[src/rtl/load_store_unit_if.sv]
// rtl/load_store_unit_if.sv - MEM-stage request/response and DataCache pin bundle for the load/store unit
interface load_store_unit_if #(
  parameter int ADDR_W = 32
);
  logic              req_valid;
  logic              req_ready;
  logic              req_we;
  logic [2:0]        req_funct3;
  logic [ADDR_W-1:0] req_addr;
  logic [31:0]       req_wdata;
  logic              resp_valid;
  logic [31:0]       resp_rdata;
  logic              resp_misaligned;
  logic              resp_illegal;
  logic              MemRead;
  logic              MemWrite;
  logic [ADDR_W-1:0] addr;
  logic [31:0]       WriteData;
  logic [2:0]        funct3;
  logic [31:0]       output_data;

  modport master (
    input  req_valid, req_we, req_funct3, req_addr, req_wdata, output_data,
    output req_ready, resp_valid, resp_rdata, resp_misaligned, resp_illegal,
    output MemRead, MemWrite, addr, WriteData, funct3
  );

  modport slave (
    output req_valid, req_we, req_funct3, req_addr, req_wdata, output_data,
    input  req_ready, resp_valid, resp_rdata, resp_misaligned, resp_illegal,
    input  MemRead, MemWrite, addr, WriteData, funct3
  );
endinterface

[src/rtl/load_store_unit.sv]
// rtl/load_store_unit.sv - single-outstanding load/store unit driving DataCache (LSU_PERF_CNT_EN adds perf counters)
module load_store_unit #(
  parameter int CACHE_LATENCY = 1,
  parameter int ADDR_W        = 32
) (
  input  logic                clk,
  input  logic                rst_n,
  load_store_unit_if.master   bus
`ifdef LSU_PERF_CNT_EN
  ,
  output logic [31:0]         perf_loads,
  output logic [31:0]         perf_stores,
  output logic [31:0]         perf_errors
`endif
);

  typedef enum logic [1:0] {IDLE, ACCESS, WAIT, RESP} state_t;

  state_t            state, state_next;
  logic              we_q;
  logic              err_q;
  logic [3:0]        cnt;
  logic [ADDR_W-1:0] addr_next;
  logic              req_illegal;
  logic              req_misaligned;
  logic              half_op;
  logic              word_op;
  logic [31:0]       lane_data;
  logic [7:0]        load_byte;
  logic [15:0]       load_half;
  logic [31:0]       load_data;

  // Classify the incoming request; illegal wins over misaligned.
  always_comb begin
    addr_next = bus.req_addr;
    half_op   = (bus.req_funct3[1:0] == 2'b01);
    word_op   = (bus.req_funct3 == 3'b010);
    if (bus.req_we)
      req_illegal = (bus.req_funct3 >= 3'b011);
    else
      req_illegal = (bus.req_funct3 == 3'b011) || (bus.req_funct3 == 3'b110) ||
                    (bus.req_funct3 == 3'b111);
    req_misaligned = !req_illegal &&
                     ((half_op && addr_next[0]) || (word_op && (addr_next[1:0] != 2'b00)));
    case (bus.req_funct3[1:0])
      2'b00:   lane_data = {4{bus.req_wdata[7:0]}};
      2'b01:   lane_data = {2{bus.req_wdata[15:0]}};
      default: lane_data = bus.req_wdata;
    endcase
  end

  always_comb begin
    load_byte = 8'(bus.output_data >> {bus.addr[1:0], 3'b000});
    load_half = 16'(bus.output_data >> {bus.addr[1], 4'b0000});
    case (bus.funct3)
      3'b000:  load_data = {{24{load_byte[7]}}, load_byte};
      3'b001:  load_data = {{16{load_half[15]}}, load_half};
      3'b100:  load_data = {24'h0, load_byte};
      3'b101:  load_data = {16'h0, load_half};
      default: load_data = bus.output_data;
    endcase
  end

  always_comb begin
    state_next     = state;
    bus.req_ready  = 1'b0;
    bus.resp_valid = 1'b0;
    bus.MemRead    = 1'b0;
    bus.MemWrite   = 1'b0;
    case (state)
      IDLE: begin
        bus.req_ready = 1'b1;
        if (bus.req_valid)
          state_next = (req_illegal || req_misaligned) ? RESP : ACCESS;
      end
      ACCESS: begin
        bus.MemRead  = !we_q;
        bus.MemWrite = we_q;
        state_next   = we_q ? RESP : WAIT;
      end
      WAIT: begin
        if (cnt == 4'd0)
          state_next = RESP;
      end
      RESP: begin
        bus.resp_valid = 1'b1;
        state_next     = IDLE;
      end
      default: state_next = IDLE;
    endcase
  end

  always_ff @(posedge clk or negedge rst_n) begin
    if (!rst_n) begin
      state               <= IDLE;
      we_q                <= 1'b0;
      err_q               <= 1'b0;
      cnt                 <= 4'd0;
      bus.addr            <= '0;
      bus.funct3          <= 3'b000;
      bus.WriteData       <= 32'h0;
      bus.resp_rdata      <= 32'h0;
      bus.resp_misaligned <= 1'b0;
      bus.resp_illegal    <= 1'b0;
    end else begin
      state <= state_next;
      case (state)
        IDLE: begin
          if (bus.req_valid) begin
            we_q          <= bus.req_we;
            err_q         <= req_illegal || req_misaligned;
            bus.addr      <= addr_next;
            bus.funct3    <= bus.req_funct3;
            bus.WriteData <= lane_data;
            if (req_illegal || req_misaligned) begin
              bus.resp_rdata      <= 32'h0;
              bus.resp_illegal    <= req_illegal;
              bus.resp_misaligned <= req_misaligned;
            end
          end
        end
        ACCESS: begin
          cnt <= 4'(CACHE_LATENCY - 1);
          if (we_q) begin
            bus.resp_rdata      <= 32'h0;
            bus.resp_illegal    <= 1'b0;
            bus.resp_misaligned <= 1'b0;
          end
        end
        WAIT: begin
          if (cnt == 4'd0) begin
            bus.resp_rdata      <= load_data;
            bus.resp_illegal    <= 1'b0;
            bus.resp_misaligned <= 1'b0;
          end else begin
            cnt <= cnt - 4'd1;
          end
        end
        default: ;
      endcase
    end
  end

`ifdef LSU_PERF_CNT_EN
  always_ff @(posedge clk or negedge rst_n) begin
    if (!rst_n) begin
      perf_loads  <= 32'h0;
      perf_stores <= 32'h0;
      perf_errors <= 32'h0;
    end else if (state == RESP) begin
      if (err_q) begin
        if (perf_errors != 32'hFFFF_FFFF) perf_errors <= perf_errors + 32'd1;
      end else if (we_q) begin
        if (perf_stores != 32'hFFFF_FFFF) perf_stores <= perf_stores + 32'd1;
      end else begin
        if (perf_loads != 32'hFFFF_FFFF) perf_loads <= perf_loads + 32'd1;
      end
    end
  end
`endif

endmodule

[src/flat_wrapper.sv]
// flat-port wrapper written by rule: the top's interface ports become plain ports
module load_store_unit_flat 
#(
  parameter int CACHE_LATENCY = 1,
  parameter int ADDR_W        = 32
)
  (clk, rst_n, bus_req_valid, bus_req_we, bus_req_funct3, bus_req_addr, bus_req_wdata, bus_output_data, bus_req_ready, bus_resp_valid, bus_resp_rdata, bus_resp_misaligned, bus_resp_illegal, bus_MemRead, bus_MemWrite, bus_addr, bus_WriteData, bus_funct3);
  load_store_unit_if #(.ADDR_W(ADDR_W)) bus_i ();
  input  logic clk;
  input  logic rst_n;
  input wire logic [$bits(bus_i.req_valid)-1:0] bus_req_valid;
  input wire logic [$bits(bus_i.req_we)-1:0] bus_req_we;
  input wire logic [$bits(bus_i.req_funct3)-1:0] bus_req_funct3;
  input wire logic [$bits(bus_i.req_addr)-1:0] bus_req_addr;
  input wire logic [$bits(bus_i.req_wdata)-1:0] bus_req_wdata;
  input wire logic [$bits(bus_i.output_data)-1:0] bus_output_data;
  output wire logic [$bits(bus_i.req_ready)-1:0] bus_req_ready;
  output wire logic [$bits(bus_i.resp_valid)-1:0] bus_resp_valid;
  output wire logic [$bits(bus_i.resp_rdata)-1:0] bus_resp_rdata;
  output wire logic [$bits(bus_i.resp_misaligned)-1:0] bus_resp_misaligned;
  output wire logic [$bits(bus_i.resp_illegal)-1:0] bus_resp_illegal;
  output wire logic [$bits(bus_i.MemRead)-1:0] bus_MemRead;
  output wire logic [$bits(bus_i.MemWrite)-1:0] bus_MemWrite;
  output wire logic [$bits(bus_i.addr)-1:0] bus_addr;
  output wire logic [$bits(bus_i.WriteData)-1:0] bus_WriteData;
  output wire logic [$bits(bus_i.funct3)-1:0] bus_funct3;
  assign bus_i.req_valid = bus_req_valid;
  assign bus_i.req_we = bus_req_we;
  assign bus_i.req_funct3 = bus_req_funct3;
  assign bus_i.req_addr = bus_req_addr;
  assign bus_i.req_wdata = bus_req_wdata;
  assign bus_i.output_data = bus_output_data;
  assign bus_req_ready = bus_i.req_ready;
  assign bus_resp_valid = bus_i.resp_valid;
  assign bus_resp_rdata = bus_i.resp_rdata;
  assign bus_resp_misaligned = bus_i.resp_misaligned;
  assign bus_resp_illegal = bus_i.resp_illegal;
  assign bus_MemRead = bus_i.MemRead;
  assign bus_MemWrite = bus_i.MemWrite;
  assign bus_addr = bus_i.addr;
  assign bus_WriteData = bus_i.WriteData;
  assign bus_funct3 = bus_i.funct3;
  load_store_unit #(.CACHE_LATENCY(CACHE_LATENCY), .ADDR_W(ADDR_W)) u_core (.clk(clk), .rst_n(rst_n), .bus(bus_i));
endmodule
[config.mk]
export PLATFORM = sky130hd
export DESIGN_NAME = load_store_unit_flat
export DESIGN_NICKNAME = d
export VERILOG_FILES = /design/src/rtl/load_store_unit_if.sv /design/src/rtl/load_store_unit.sv /design/src/flat_wrapper.sv
export SDC_FILE = /design/constraint.sdc
export NUM_CORES = 1
export LEC_CHECK = 0
export CORE_MARGIN = 5
export CORE_UTILIZATION = 44
export DETAILED_ROUTE_END_ITERATION = 8
export PLACE_DENSITY = 0.91
export SLEW_MARGIN = 25
export SYNTH_ARGS = -nofsm -noshare
export SYNTH_HDL_FRONTEND = slang
export SYNTH_SLANG_ARGS = --single-unit
[constraint.sdc]
create_clock -name clk -period 2.1 [get_ports clk]
set_input_delay 0.21 -clock clk [delete_from_list [all_inputs] [get_ports clk]]
set_output_delay 0.21 -clock clk [all_outputs]
set_load 0.005 [all_outputs]
==> implementation parameters, run 1 <==
Parameter                              Value

Power and ir drop
  Post-route total power    ~11 mW
  Cell internal pwr    7.119 mW
  Flop pwr share    between 30% and 40%
  Pwr Density    between 1000 and 1500 nW/um2
  Total leakage power    roughly 3.4 nW
  Worst voltage drop across the vdd grid    about 0.00091 V
  Part of the power in combinational logic    a little over half
  Switching part of the total power    a little over a third
  Switching Power    4.059 mW
  Clock power share    ~14%

Routing
  Via density per instance    5.701
  Remaining antenna violation count    0
  Initial DRC Count    449
  Average wire per standard cell    around 20 um
  Post-detailed-routing wire length    roughly 17000 um
  Final routed DRC violation total    0
  Vias    4800
  Drt first pass iters    5

Clock network
  Clock tree root buffer cell    clkbuf_16
  H-tree levels    3
  TritonCTS Buffers    9
  Clock Path Buffers    2
  Clock tree from TritonCTS    done
  Clock transition at the register clock pins on the worst setup and hold paths after CTS    0.07 ns
  Worst-Skew Late Latency    0.36 ns
  Total clock sinks    108

Synth
  Post-synth cell types    between 40 and 50
  Post-synthesis async set-or-reset flop share    100.0%
  Part of the Yosys area used for sequential elements    51.08%
  Post-Synthesis Cell Area    5291 um2
  EDFF count, synth    0
  Top cell type's share of synthesized area    51.08%
  Per-instance average area after synthesis    about 11 um2
  Synth Register Bits    around 110
  Number of warnings printed during yosys synthesis    0
  Post-Synthesis Cells    483
  Main area contributors after synthesis    dfrtp_1 51%, mux2_2 9.8%, mux2i_1 7.6%
  Most common flop cell mapped by yosys    dfrtp_1
  Cell accounting for the most synthesized area    dfrtp_1
  Net Count, Synth    about 590

Final layout
  Utilization after layout    about two thirds
  Antenna diode instance count    0
  NumNets Final    around 800
  Final standard cell count with taps included and fillers excluded    ~840
  Growth of design area from synthesis to finish    49.26%
  Total area of multi-input combinational cells    between 2000 and 2500 um2
  Leading cell types in the layout, fill and taps excluded    206 x clkdlybuf4s50_1, 108 x dfrtp_1, 69 x o21ai_0
  Most frequent standard cell in the layout excluding fill and tap cells    clkdlybuf4s50_1
  Fill cell total of the finished layout    between 800 and 900
  Layout cells sized above 1    14.24%
  Total area of sequential cells    ~2700 um2

Placement
  Total instance count after detailed placement    around 800
  Detailed placement HPWL    12370 um
  Input/output buffers    just over 200
  Weighted congestion at the end of routability-driven global placement    0.9646
  Pre-CTS WS    -0.003533 ns

Timing
  Min Clock Period, post-route    between 2 and 2.5 ns
  Unrepaired setup endpoints after global routing    yes
  Top achievable clock speed    around 490 MHz
  Count of endpoints failing setup in the final report    0
  Clk_skew    between 0.007 and 0.008 ns
  Final max-slew violation count    0
  Final setup margin    a little over 0.07 ns
  Final clock period utilization by the worst path    a little over nine tenths
  Slew headroom    59.96%
  Actual transition at the worst max-transition pin    between 0.6 and 0.7 ns
  Hold violation count in the final report    0

Floorplan
  # rows    40
  Effective utilization at floorplan    around 44%
  Chip height    roughly 120 um
  I/O Pins    208
  Die width    roughly 120 um
  Core area    roughly 12000 um2
  Die Outline Area    around 14000 um2

GRT
  Met2 track demand over resource    38.17%
  Highest-utilization routing layer at the global route stage    met2
  Met1 demand-to-capacity share in global routing    about 28%
  Antenna violations before repair    0
  Largest net degree at the start of global routing    approximately 110
  Via count of the first global-routing pass    about 5100
  Wire length of the first global-routing pass    roughly 27000 um
  Total congestion overflow    0
  Global-route usage over all layers    23.33%
  Met3 usage in global routing    7.870%

Setup path
  Critical register-to-register path endpoint    u_core.bus.resp_rdata[17]
  Startpoint class of the critical path    register
  Start-to-end type of the worst setup path    reg -> out
  Reg-to-reg startpoint    u_core.state[0]
  WP data required    ~1.9 ns
  Worst-path fanout max    5
  Cell depth of the worst flop-to-flop path    6
  Critical path capture point type    output port
  Register-to-register setup slack    around 0.11 ns
  Worst EP arrival    around 1.8 ns

Worst hold path
  Class of the tightest hold or removal check    in -> async

Flow run
  Number of max-cap violations    0

Outcome
  Status    finished, final reports clean
## power groups by stage
stage	Combinational [mW]	Clock, mW	Sequential (mW)
4_1_cts	5.85	1.64	3.66
3_3_place_gp	5.57	0	3.64
2_1_floorplan	2.69	0	3.65
6_report	5.89	1.63	3.66
3_5_place_dp	5.79	0	3.69
5_1_grt	6.34	1.74	3.78
## cells in the mapped netlist, types with 5 or more instances
master,n
nand2_1,31
a21oi_1,36
and2_1,7
nor2_1,12
o221ai_1,7
o21ai_0,69
mux2i_1,40
nor2b_1,7
mux2_2,46
clkbuf_1,18
inv_1,12
a21boi_0,7
nor3_1,5
ha_1,5
a31oi_1,7
dfrtp_1,108
buf_2,8
o31ai_1,19
## timing repair
action                     CTS  global route
hold endpoints to repair   108             0
buffers inserted             0             2
hold buffers                 1             0
setup endpoints to repair    0            18
gates resized for setup      0             4
## area by class of cell
cell class	instances	area share, %
inverter	12	0.5703
sequential	108	34.22
clock buffer	12	3.248
timing repair buffer	228	28.87
tap	147	2.329
clock inverter	4	0.3010
multi-input combinational	331	30.47
## critical path, cell delays in order, from the launching register on
cell and delay (ns):
dfrtp_1 0.42, inv_1 0.10, ha_2 0.21, nand2b_1 0.12, inv_1 0.11, clkdlybuf4s50_1 0.51
## logic make-up after synthesis
family / after synthesis / share of synthesized area, %
compound gates: 159 / 18.49
flops: 108 / 51.08
mux: 87 / 17.78
simple gates: 79 / 7.472
buf+inv: 44 / 3.830
fa+ha+maj: 5 / 1.182
xor+xnor: 1 / 0.1656
## routing by layer
layer | part of all wire [%] | up-vias
met5 | 0 | -
met3 | 9.9 | 57
met4 | 4.0 | 0
met2 | 49 | 261
li1 | - | 2160
met1 | 37 | 2322
## sequential cells by signal (all words and copies together) (netlist names)
signal                      cells
u_core.bus.WriteData           32
u_core.bus.addr                32
u_core.bus.funct3               3
u_core.bus.resp_illegal         1
u_core.bus.resp_misaligned      1
u_core.bus.resp_rdata          32
u_core.cnt                      4
u_core.state                    2
u_core.we_q                     1
## worst max path at each step
stage	start	endpoint	slack, ns	cells past startpoint
finish	u_core.state[1]	bus_MemRead	0.07	5
global route	u_core.state[1]	bus_MemRead	-0.009	5
CTS	u_core.state[1]	bus_MemRead	0.02	5
detailed placement	bus_req_funct3[2]	u_core.bus.resp_rdata[25]	-0.004	6
global placement	bus_req_funct3[0]	u_core.bus.resp_rdata[15]	0.13	6
floorplan	u_core.state[0]	u_core.bus.resp_rdata[0]	0.29	7
## per-stage QoR
step / TNS, ns / hold WS (ns) / area [um2]
final: 0 / 0.4488 / 7898
after global routing: -0.008676 / 0.4545 / 7898
after CTS: 0 / 0.4568 / 7870
after detailed placement: -0.003533 / 0.3308 / 7580
after global placement: 0 / 0.3131 / 7580
after floorplan: 0 / -0.08559 / 5291
Note: power is estimated with default switching activity, not from simulation.
==> run 2, diff against run 1 <==
- CORE_MARGIN: 5 -> 2
- MAX_ROUTING_LAYER: default -> met4
==> run 2 against run 1 <==
Flip-flop and latch count unchanged. Register-to-register slack improved by 0.06 ns. Critical path type unchanged. Design area shrank 0.38%. Routed wire length fell by 5.2%. Combinational power decreased by 0.8%. Via count shrank 0.83%.
==> implementation parameters, run 2 (synthesis results as in run 1) <==
Parameter                              Value

Timing
  Hold violation count in the final report    0 (unchanged)
  Actual transition at the worst max-transition pin    0.4738 ns (-0.1268 ns)
  Unrepaired setup endpoints after global routing    no
  Count of endpoints failing setup in the final report    0 (unchanged)
  Final max-slew violation count    0 (unchanged)
  Final clock period utilization by the worst path    94.44% (-2.2 points)
  Final hold slack    0.3301 ns (-0.1188 ns)
  Min Clock Period, post-route    1.983 ns (-0.04533 ns)
  Slew headroom    68.29% (+8.3 points)
  Top achievable clock speed    504.2 MHz (+2.3%)
  Clk_skew    0.01039 ns (+0.003202 ns)

GRT
  Via count of the first global-routing pass    4852 (-4.6%)
  Total congestion overflow    0 (unchanged)
  Antenna violations before repair    0 (unchanged)
  Largest net degree at the start of global routing    68 (-38%)
  Wire length of the first global-routing pass    24920 um (-6.1%)
  Global-route usage over all layers    25.16% (+1.8 points)

Power and ir drop
  Cell internal pwr    7.076 mW (-0.61%)
  Total leakage power    3.339 nW (-0.66%)
  Flop pwr share    32.8% (about the same)
  Pwr Density    1416 nW/um2 (about the same)
  Part of the power in combinational logic    52.4% (-0.3 points)
  Switching part of the total power    36.47% (+0.16 points)
  Clock power share    14.8% (+0.3 points)
  Switching Power    4.062 mW (about the same)
  Post-route total power    11.14 mW (-0.36%)
  Worst voltage drop across the vdd grid    0.0007127 V (-22%)

Routing
  Vias    4760 (-0.83%)
  Uppermost layer routed    met4
  Final routed DRC violation total    0 (unchanged)
  Initial DRC Count    311 (-31%)
  Via density per instance    5.653 (-0.83%)
  Routed met1 length    6579 um (+6.2%)
  Average wire per standard cell    18.72 um (-5.2%)
  Met3 wirelength from detailed routing    1052 um (-36%)
  DR WL met2    7733 um (-4.7%)
  Post-detailed-routing wire length    15760 um (-5.2%)
  Drt first pass iters    5 (unchanged)
  Remaining antenna violation count    0 (unchanged)

Clock network
  Clock tree from TritonCTS    done
  Clock transition at the register clock pins on the worst setup and hold paths after CTS    0.08 ns (about the same)
  Worst-Skew Late Latency    0.35 ns (about the same)
  H-tree levels    3 (unchanged)
  TritonCTS Buffers    9 (unchanged)
  Clock tree root buffer cell    clkbuf_16
  Total clock sinks    108 (unchanged)
  Clock Path Buffers    2 (unchanged)

Flow run
  Number of max-cap violations    0 (unchanged)

Floorplan
  Die width    113.7 um (-5.0%)
  # rows    40 (unchanged)
  Core area    11860 um2 (-0.42%)
  Die Outline Area    12920 um2 (-9.8%)
  I/O Pins    208 (unchanged)
  Effective utilization at floorplan    44.61% (+0.19 points)
  Chip height    113.7 um (-5.0%)

Setup path
  Cell-by-cell trace of the critical path    inv_1, ha_2, nand2b_1, inv_1, clkdlybuf4s50_1
  Startpoint class of the critical path    register
  Worst EP arrival    1.77 ns (-0.05 ns)
  Most common cell on crit path    inv_1
  Register-to-register setup slack    0.17 ns (+0.06 ns)
  Worst-path fanout max    5 (unchanged)
  Start-to-end type of the worst setup path    reg -> out
  Top delay family on crit path    buffers and inverters
  Cell with the biggest individual delay on the critical path    clkdlybuf4s50_1
  Critical path capture point type    output port
  Buffer and inverter count on the worst path    3 (unchanged)
  CP max stage delay    0.51 ns (about the same)
  WP data required    1.89 ns (about the same)

Final layout
  Utilization after layout    66.33% (about the same)
  Biggest registers after layout    u_core.bus.WriteData: 32 flops, u_core.bus.addr: 32 flops, u_core.bus.resp_rdata: 32 flops
  Final standard cell count with taps included and fillers excluded    842 (unchanged)
  NumNets Final    798 (unchanged)
  Layout cells sized above 1    13.96% (-0.29 points)
  Fill cell total of the finished layout    861 (-1.7%)
  Leading cell types in the layout, fill and taps excluded    206 x clkdlybuf4s50_1, 108 x dfrtp_1, 69 x o21ai_0
  Antenna diode instance count    0 (unchanged)
  Growth of design area from synthesis to finish    48.69%
  Most frequent standard cell in the layout excluding fill and tap cells    clkdlybuf4s50_1

Placement
  Weighted congestion at the end of routability-driven global placement    0.9586 (-0.62%)
  Total instance count after detailed placement    824 (+0.12%)
  Input/output buffers    207 (unchanged)
  Detailed placement HPWL    11810 um (-4.5%)

Outcome
  Status    finished, final reports clean

Worst hold path
  Class of the tightest hold or removal check    in -> async
[run 2: cell types whose count changed in the layout (fill, tap and decap cells not counted), sizes merged]
cell,previous run,this run
clkinvlp,0,3
clkinv,4,2
inv,12,14
clkbuf,12,9
[run 2: power groups by stage]
stage / clock network, mW / logic, mW / registers (mW)
after CTS: 1.68 / 5.81 / 3.65
final: 1.65 / 5.84 / 3.65
after global routing: 1.78 / 6.29 / 3.75
after global placement: 0 / 5.55 / 3.63
after floorplan: 0 / 2.69 / 3.65
after detailed placement: 0 / 5.79 / 3.68
[run 2: through the flow]
| step | setup slack, ns | cell area [um2] | TNS, ns |
|---|---|---|---|
| 2_1_floorplan | 0.2893 | 5291 | 0 |
| 3_3_place_gp | 0.1557 | 7562 | 0 |
| 3_5_place_dp | -0.02014 | 7562 | -0.02539 |
| 4_1_cts | 0.01186 | 7858 | 0 |
| 5_1_grt | 0.02368 | 7868 | 0 |
| 6_report | 0.1168 | 7868 | 0 |
[run 2: worst register-to-register path, cell delays in order, from the launching register on]
cell,delay (ns)
dfrtp_1,0.41
buf_4,0.31
mux2i_1,0.27
o21ai_0,0.19
o21ai_4,0.47
o31ai_1,0.16
[run 2: final cells by class]
class                           count  area, um2  area share [%]
Multi-Input combinational cell    331       2396           30.45
Clock buffer                        9      225.2           2.863
Clock inverter                      7      60.06          0.7634
Sequential cell                   108       2703           34.35
Tap cell                          147      183.9           2.338
Timing Repair Buffer              228       2255           28.66
Inverter                           12      45.04          0.5725
[run 2: path summary, 6_finish.rpt]
path,startpoint,to,cells after the start
max,u_core.state[1],bus_MemRead,5
min,rst_n,u_core.bus.resp_rdata[12],2
max reg2reg,u_core.bus.addr[1],u_core.bus.resp_rdata[29],5
min reg2reg,u_core.bus.WriteData[11],u_core.bus.WriteData[11],2
max in group asynchronous,rst_n,u_core.bus.addr[5],3
min in group clk,bus_req_addr[12],u_core.bus.addr[12],2
[run 2: what timing repair did]
action,4_1_cts,5_1_grt
hold endpoints to repair,28,0
buffers inserted,0,1
setup endpoints to repair,0,2
hold buffers,1,0
resized for setup,0,1
[run 2: routing by layer]
metal  track usage, %  up-vias
li1                 -     2164
met1            31.82     2339
met2            40.16      224
met3            5.207       33
met4            9.593        0
met5                -        -
==> run 3, diff against run 2 <==
- SLEW_MARGIN: 25 -> default
==> results of run 3 <==
The final DEF is identical to that of run 2; final timing and power are the same.
